<file path="src/rtl/tone_classifier_pkg.sv">
// Shared tone-direction definitions: band indices, FSM states,
// classification bundle and small helpers.
package tone_classifier_pkg;

  localparam int BAND_STRAIGHT = 0;
  localparam int BAND_LEFT     = 1;
  localparam int BAND_RIGHT    = 2;
  localparam int BAND_BACK     = 3;

  typedef enum logic [1:0] {
    IDLE = 2'd0,
    CAND = 2'd1,
    LOCK = 2'd2,
    HOLD = 2'd3
  } toneState_t;

  typedef struct packed {
    logic       hit;
    logic [1:0] band;
  } toneCls_t;

  // |c - ctr| <= tol, written without a subtraction that can underflow.
  function automatic logic inBand(
    input int unsigned c,
    input int unsigned ctr,
    input int unsigned tol
  );
    return (c + tol >= ctr) && (c <= ctr + tol);
  endfunction

  function automatic logic [3:0] oneHot(input logic [1:0] b);
    return 4'b0001 << b;
  endfunction

endpackage

</file>
<file path="src/rtl/tone_edge_counter.sv">
// Synchronises micIn, detects rising edges and counts them per gate window.
// Ports: clk, rst (async low), enable, micIn -> count (incl. current edge), winClose.
module tone_edge_counter #(
  parameter int GATE_CYCLES = 500_000,
  parameter int CNT_W       = 16
) (
  input  logic             clk,
  input  logic             rst,
  input  logic             enable,
  input  logic             micIn,
  output logic [CNT_W-1:0] count,
  output logic             winClose
);

  localparam int GW = (GATE_CYCLES > 1) ? $clog2(GATE_CYCLES) : 1;
  localparam logic [GW-1:0] GATE_LAST = GW'(GATE_CYCLES - 1);

  logic [2:0]       sync;
  logic             rise;
  logic [GW-1:0]    gate;
  logic [CNT_W-1:0] cnt;
  logic [CNT_W-1:0] cntNext;

  assign rise     = sync[1] & ~sync[2];
  assign winClose = enable && (gate == GATE_LAST);

  // cntNext already includes an edge seen this cycle, so the
  // closing-cycle edge lands in the window being closed.
  assign cntNext = (rise && !(&cnt)) ? cnt + CNT_W'(1) : cnt;
  assign count   = cntNext;

  always_ff @(posedge clk or negedge rst) begin
    if (!rst) begin
      sync <= '0;
    end else begin
      sync <= {sync[1:0], micIn};
    end
  end

  always_ff @(posedge clk or negedge rst) begin
    if (!rst) begin
      gate <= '0;
      cnt  <= '0;
    end else if (!enable) begin
      gate <= '0;
      cnt  <= '0;
    end else if (winClose) begin
      gate <= '0;
      cnt  <= '0;
    end else begin
      gate <= gate + GW'(1);
      cnt  <= cntNext;
    end
  end

endmodule

</file>
<file path="src/rtl/tone_classifier.sv">
// Audio tone front end: counts mic edges per window, classifies the count
// into four bands and drives a confirmed one-hot tone. Ports: clk, rst
// (async low), enable, micIn -> tone[3:0], toneValid, lastCount.
// Build option TONE_HYST_EN adds a HOLD state that rides out one missed window.
module tone_classifier
  import tone_classifier_pkg::*;
#(
  parameter int GATE_CYCLES = 500_000,
  parameter int CNT_W       = 16,
  parameter int CENTER0     = 10,
  parameter int CENTER1     = 15,
  parameter int CENTER2     = 20,
  parameter int CENTER3     = 25,
  parameter int TOL         = 2,
  parameter int CONFIRM     = 3
) (
  input  logic             clk,
  input  logic             rst,
  input  logic             enable,
  input  logic             micIn,
  output logic [3:0]       tone,
  output logic             toneValid,
  output logic [CNT_W-1:0] lastCount
);

  localparam logic [7:0] CONF_K = 8'(CONFIRM);

  logic [CNT_W-1:0] count;
  logic             winClose;
  logic             winDone;
  toneCls_t         cls;
  toneCls_t         clsQ;

  toneState_t       state;
  toneState_t       stNext;
  logic [1:0]       band;
  logic [1:0]       bandNext;
  logic [7:0]       k;
  logic [7:0]       kNext;
  logic [7:0]       kInc;
  logic [3:0]       toneNext;

  tone_edge_counter #(
    .GATE_CYCLES(GATE_CYCLES),
    .CNT_W      (CNT_W)
  ) uCounter (
    .clk     (clk),
    .rst     (rst),
    .enable  (enable),
    .micIn   (micIn),
    .count   (count),
    .winClose(winClose)
  );

  // Lowest band index wins if tolerances ever overlap.
  always_comb begin
    cls = '0;
    if (inBand(int'(count), CENTER0, TOL)) begin
      cls = '{hit: 1'b1, band: 2'(BAND_STRAIGHT)};
    end else if (inBand(int'(count), CENTER1, TOL)) begin
      cls = '{hit: 1'b1, band: 2'(BAND_LEFT)};
    end else if (inBand(int'(count), CENTER2, TOL)) begin
      cls = '{hit: 1'b1, band: 2'(BAND_RIGHT)};
    end else if (inBand(int'(count), CENTER3, TOL)) begin
      cls = '{hit: 1'b1, band: 2'(BAND_BACK)};
    end
  end

  always_ff @(posedge clk or negedge rst) begin
    if (!rst) begin
      lastCount <= '0;
      clsQ      <= '0;
      winDone   <= 1'b0;
    end else begin
      winDone <= winClose;
      if (winClose) begin
        lastCount <= count;
        clsQ      <= cls;
      end
    end
  end

  assign kInc = k + 8'd1;

  always_comb begin
    stNext   = state;
    bandNext = band;
    kNext    = k;
    if (winDone) begin
      unique case (state)
        IDLE: begin
          if (clsQ.hit) begin
            bandNext = clsQ.band;
            kNext    = 8'd1;
            stNext   = (CONFIRM <= 1) ? LOCK : CAND;
          end
        end
        CAND: begin
          if (!clsQ.hit) begin
            stNext = IDLE;
            kNext  = '0;
          end else if (clsQ.band == band) begin
            kNext = kInc;
            if (kInc >= CONF_K) stNext = LOCK;
          end else begin
            bandNext = clsQ.band;
            kNext    = 8'd1;
          end
        end
        LOCK: begin
          if (!clsQ.hit) begin
`ifdef TONE_HYST_EN
            stNext = HOLD;
`else
            stNext = IDLE;
            kNext  = '0;
`endif
          end else if (clsQ.band != band) begin
            // A new band must earn its own confirmation run.
            stNext   = CAND;
            bandNext = clsQ.band;
            kNext    = 8'd1;
          end
        end
        HOLD: begin
`ifdef TONE_HYST_EN
          if (!clsQ.hit) begin
            stNext = IDLE;
            kNext  = '0;
          end else if (clsQ.band == band) begin
            stNext = LOCK;
          end else begin
            stNext   = CAND;
            bandNext = clsQ.band;
            kNext    = 8'd1;
          end
`else
          stNext = IDLE;
          kNext  = '0;
`endif
        end
        default: begin
          stNext = IDLE;
          kNext  = '0;
        end
      endcase
    end
    toneNext = ((stNext == LOCK) || (stNext == HOLD))
             ? oneHot(bandNext) : 4'b0000;
  end

  always_ff @(posedge clk or negedge rst) begin
    if (!rst) begin
      state     <= IDLE;
      band      <= '0;
      k         <= '0;
      tone      <= '0;
      toneValid <= 1'b0;
    end else if (!enable) begin
      state     <= IDLE;
      band      <= '0;
      k         <= '0;
      tone      <= '0;
      toneValid <= 1'b0;
    end else begin
      state     <= stNext;
      band      <= bandNext;
      k         <= kNext;
      tone      <= toneNext;
      toneValid <= |toneNext;
    end
  end

endmodule

</file>
<file path="config.mk">
export PLATFORM = sky130hd
export DESIGN_NAME = tone_classifier
export DESIGN_NICKNAME = d
export VERILOG_FILES = /design/src/rtl/tone_classifier_pkg.sv /design/src/rtl/tone_edge_counter.sv /design/src/rtl/tone_classifier.sv
export SDC_FILE = /design/constraint.sdc
export NUM_CORES = 1
export LEC_CHECK = 0
export CAP_MARGIN = 20
export CORE_MARGIN = 10
export CORE_UTILIZATION = 23
export DETAILED_ROUTE_END_ITERATION = 16
export GPL_ROUTABILITY_DRIVEN = 0
export GPL_TIMING_DRIVEN = 0
export PLACE_DENSITY = 0.37
export SLEW_MARGIN = 10
export SYNTH_ARGS = -nofsm -noshare
export SYNTH_HDL_FRONTEND = slang
export SYNTH_SLANG_ARGS = --single-unit
</file>
<file path="constraint.sdc">
create_clock -name clk -period 6.84 [get_ports clk]
set_input_delay 2.052 -clock clk [delete_from_list [all_inputs] [get_ports clk]]
set_output_delay 2.052 -clock clk [all_outputs]
set_load 0.02 [all_outputs]
</file>
==> impl_metrics.ini, run 1 <==
[yosys]
synth_cell_types = 73
avgSynthCellArea_sq_um = 9.40
ys_seq_elements = 75
synth_ff_type = dfrtp_1
ys_async_sr_fraction = 1.00
synth_most_common_cell = dfrtp_1
syn_area_sq_um = 4200
ys_top_cells_by_count = dfrtp_1, nor2_1, nand2_1
yosysSeqAreaShare = 0.447
synth_area_leaders = dfrtp_1, nor2_1, xnor2_1
syn_inst = 447
syn_nets = 459
synth_area_leader_cell = dfrtp_1
synth-edff-count = 0
synth_top_area_share = 0.447
synth_warnings = 0

[floorplanning]
row_count = 49
io_pins = 25
die_y_um = 155
core_area_sq_um = 18000
die_area_sq_um = 24100
die_w_um = 155
start_util = 0.234

[timing]
min_period_over_period = 0.663
clock.fmax_mhz = 221
whs_ps = 356
setup-tns-final_ps = 0
slew_headroom = 0.387
worst_slew_pin_slew_ps = 912
finalHoldViolCount = 0
min_period_ps = 4530
rsz0062_at_grt = false
clock_skew_ps = 12.6
setup_violations = 0
finalWorstSetupSlack_ps = 2310
slew_violations = 0

[run_status]
status = finished clean

[cells_and_area]
diodes = 0
instances_no_fill = 716
area_delta_synth_final_pct = 19.8
post-route-util = 0.280
drive_gt1_frac = 0.0924
final_nets = 495
fin_area_sq_um = 5030
fill_cells = 1912

[routing]
first_pass_iters = 4
drtIter0Drc = 130
vias = 3384
remaining_drc_errors = 0
wire_per_inst_um = 15.3
finalWirelength_um = 11000
ant_nets = 0
vias_per_cell = 4.73

[clocking]
cts_buffers = 9
cts_setup_buffers = 0
h-tree-depth = 3
cts_tree = done
clk_pin_slew_worst_paths_ps = 60
ctsResizeCount = 0
clockBufferDepth = 2
cts_root_buf = clkbuf_16
clock_sinks = 75
holdBufCountCts = 0
clkLatencyLatePin_ps = 350

[power]
p_seq_frac = 0.479
clock_power_share = 0.487
combinationalPowerShare = 0.034
intPower_uw = 720
pwr_density_cell_nw_per_um2 = 187
swShare = 0.234
ir_drop_mv = 0.108
p_sw_uw = 220
power_uw = 940
power_leakage_nw = 2.07

[grt]
grt_pass1_wl_um = 18500
grt_overflow = 0
grt_pass1_vias = 3494
grt_antenna_before_repair = 0
grt_max_degree = 47
grt_usage = 0.0968

[place]
dpl.hpwl_um = 7890
pre_cts_slack_ps = 2040
io_buffer_count = 24
dp_cells = 701
place_area_sq_um = 4750

[setup_path]
max_stage_delay_ps = 490
startpoint_type = flip-flop
rrSetupSlack_ps = 2310
cp_cell_sequence = ha_1 > nand3_4 > nor4_4 > nor2_1 > xnor2_1 > inv_1 > ha_1 > o21ai_0 > inv_1 > mux2i_1 > o2bb2ai_1 > nand4_1 > o311ai_1 > nand2_1 > o221a_1
slowest_stage = nor4_4
required_ps = 7070
critPathMaxFanout = 9
cp.arrival_ps = 4770
worstSetupPathType = reg -> reg
endpoint_kind = flip-flop

[min_path]
hold_class = reg -> reg

[job]
max_cap_violations = 0
[flip-flops by register name, summed over array words and instances, names as in the netlist]
signal	flops
band	2
clsQ	3
k	8
lastCount	16
state	2
tone	4
toneValid	1
uCounter.cnt	16
uCounter.gate	19
uCounter.sync	3
winDone	1
[layout by cell type, fill, tap and decap left out, drive strengths merged, types with 2 or more instances in the layout]
cell and count:
dfrtp 75, nor2 70, nand2 34, o21ai 27, nand3 25, clkbuf 25, clkdlybuf4s50 23, a21oi 21
xnor2 18, xor2 17, inv 13, nand4 12, nor2b 10, nand2b 10, mux2i 9, nor3 9
nor4 9, ha 8, and3 7, a31oi 5, or3 4, and2 4, mux2 3, o31ai 3
buf 3, nand4b 2, a41oi 2, a21boi 2, a22oi 2, nand3b 2, o211ai 2, o21bai 2
clkinvlp 2, and4b 2, and3b 2, o311ai 2
[path summary, 6_finish.rpt]
check / startpoint / end / cells after the start
worst min register to register: uCounter.sync[0] / uCounter.sync[1] / 0
min in group asynchronous: rst / lastCount[4] / 1
worst max-delay path: uCounter.cnt[1] / clsQ[0] / 15
worst max register to register: uCounter.cnt[1] / clsQ[0] / 15
max in group asynchronous: rst / uCounter.gate[18] / 2
worst min-delay path: uCounter.sync[0] / uCounter.sync[1] / 0
[area by class of cell]
cell class              instances  area (sq um)  area share
multi-input cells             345          2200       0.436
flip-flops and latches         75          1880       0.373
well taps                     229           287      0.0569
repair buffers                 25           265      0.0527
clock buffers                  12           256      0.0509
plain buffers                  14          80.1      0.0159
inverters                      13          48.8     0.00969
clock inverters                 3          23.8     0.00472
[per-layer routing]
layer  vias up  wire length, um  track usage
met2        54             5110        0.153
met4         0              291       0.0504
li1       1655                -            -
met1      1659             5220        0.122
met3        16              369       0.0199
met5         -                0            0
[cells by family after synthesis]
family                   Yosys count  synth area share
flip-flops                        75             0.447
buffers and inverters             27            0.0307
AO/OA/AOI/OAI                     83             0.127
adder cells (fa/ha/maj)            8            0.0238
XOR/XNOR                          35            0.0747
multiplexers                      12            0.0295
AND/OR/NAND/NOR                  207             0.268
[power groups by stage]
stage | combinational, mW | sequential (mW) | clock, mW
after floorplan | 0.0135 | 0.458 | 0
after global placement | 0.0309 | 0.459 | 0
after detailed placement | 0.0330 | 0.459 | 0
after CTS | 0.0330 | 0.450 | 0.474
after global routing | 0.0368 | 0.451 | 0.491
final | 0.0315 | 0.451 | 0.458
[worst max-delay path: cells and delay by family, from the launching register on]
kind	cells	cell delay, ps
XOR/XNOR	1	420
AO/OA/AOI/OAI	4	1130
buffers and inverters	2	360
adder cells (fa/ha/maj)	2	700
multiplexers	1	230
AND/OR/NAND/NOR	5	1110
flip-flops	1	470
Note: power is estimated with default switching activity, not from simulation.
==> inputs of run 2 (changes only) <==
- PLACE_DENSITY: 0.37 -> 0.38
- clock period: 6.84 -> 3.87 ns (I/O delays scaled with it)
==> run 2 against run 1 <==
Compared with the run above:
- combinational power grew 78%
- global-route usage shrank 0.49 points
- sequential power grew 77%
- critical path type unchanged
- highest routed layer unchanged
- first-iteration DRC count is 36% higher
- utilization increased by 0.94 points
- final cell count grew 0.70%
- largest power group unchanged
- die area stayed put
- non-clock buffer count up 4
- largest cell class unchanged
- clock power increased by 120%
==> impl_metrics.ini, run 2 (synthesized netlist as in run 1, its figures left out) <==
[place]
place_area_sq_um = 4750
dpl.hpwl_um = 7740
io_buffer_count = 24

[setup_path]
startpoint_type = flip-flop
required_ps = 4150
endpoint_kind = flip-flop
cp.arrival_ps = 3880
worstSetupPathType = reg -> reg
critPathMaxFanout = 6
reg2regPathDepth = 13
rrSetupSlack_ps = 270

[clocking]
cts_buffers = 9
clock_sinks = 75
clk_pin_slew_worst_paths_ps = 60
cts_tree = done
clkLatencyLatePin_ps = 340
h-tree-depth = 3
clockBufferDepth = 2
cts_root_buf = clkbuf_16

[timing]
min_period_ps = 3600
rsz0062_at_grt = true
setup_violations = 0
whs_ps = 350
min_period_over_period = 0.931
finalHoldViolCount = 0
setup-tns-final_ps = 0
slew_violations = 0
slew_headroom = 0.381
worst_slew_pin_slew_ps = 920
clock.fmax_mhz = 278
clock_skew_ps = 8.34

[cells_and_area]
final_cell_mix = dfrtp_1, nor2_1, nand2_1
final_nets = 499
top_regs = uCounter.gate: 19 flops, lastCount: 16 flops, uCounter.cnt: 16 flops
area_delta_synth_final_pct = 23.8
fin_area_sq_um = 5200
multiInputGateArea_sq_um = 2260
largest_register_ffs = 19
drive_gt1_frac = 0.124
layout_commonest_cell = dfrtp_1
fill_cells = 1889
top_register = uCounter.gate
seqCellArea_sq_um = 1880
diodes = 0
post-route-util = 0.290

[floorplanning]
start_util = 0.234
die_area_sq_um = 24100
core_area_sq_um = 18000
io_pins = 25
row_count = 49
die_w_um = 155
die_y_um = 155

[grt]
grt_antenna_before_repair = 0
grt_pass1_wl_um = 17800
grt_usage = 0.0919
grt_pass1_vias = 3255
grt_max_degree = 46
grt_overflow = 0

[power]
ir_drop_mv = 0.190
pwr_density_cell_nw_per_um2 = 354
power_mw = 1.84
power_leakage_nw = 2.14

[job]
max_cap_violations = 0

[run_status]
status = finished clean

[routing]
vias = 3374
wire_per_inst_um = 14.9
remaining_drc_errors = 0
vias_per_cell = 4.68
ant_nets = 0
first_pass_iters = 4
finalWirelength_um = 10800
drtIter0Drc = 177

[min_path]
hold_class = reg -> reg
hold_path_depth = 0
-- run 2: changes by cell type in the layout (fill, tap and decap cells not counted), moves of 2 or more --
cell / change
buf_4: +4
bufinv_16: +3
dfrtp_1: -3
clkbuf_8: -2
dfrtp_2: +3
inv_6: +2
-- run 2: timing repair --
action	4_1_cts	5_1_grt
cloned	0	0
pin swaps	1	4
hold buffers	0	0
resized for setup	7	7
setup endpoints to repair	3	3
setup buffers	1	3
-- run 2: power by group --
group	switching (mW)	internal [mW]	total (mW)
combinational	0.0398	0.0162	0.0560
clock	0.354	0.634	0.988
sequential	0.00750	0.790	0.797
-- run 2: stage by stage --
step,setup WS [ps],cells
global placement,-1310,700
global route,-9.01,721
finish,267,721
floorplan,259,447
detailed placement,-627,701
CTS,9.33,718
-- run 2: worst max-delay path, stage by stage (launching register included) --
cell and delay [ps]:
dfrtp_1 500, nand4_4 200, nor4_4 410, nor2_1 140
mux2_2 320, ha_1 290, o21ai_2 140, inv_1 140
mux2i_1 200, o2bb2ai_1 140, nand4_1 190, or3_1 430
a221oi_2 240, o221a_1 200
-- run 2: final cells by class --
class,count,area share
Tap cell,229,0.0551
Clock inverter,7,0.0236
Clock buffer,9,0.0433
Sequential cell,75,0.361
Multi-Input combinational cell,345,0.435
Inverter,13,0.00938
Buffer,14,0.0154
Timing Repair Buffer,29,0.0567
-- run 2: layer usage --
metal,global-route usage,routed length [um]
met4,0.0423,193
met3,0.0221,377
met1,0.125,5520
met2,0.134,4670
met5,0,0
-- run 2: worst paths after layout --
check,from,endpoint
worst max-delay path,uCounter.cnt[5],clsQ[0]
worst min-delay path,uCounter.sync[0],uCounter.sync[1]
worst max register to register,uCounter.cnt[5],clsQ[0]
worst min register to register,uCounter.sync[0],uCounter.sync[1]
max in group asynchronous,rst,lastCount[6]
min in group asynchronous,rst,uCounter.sync[1]
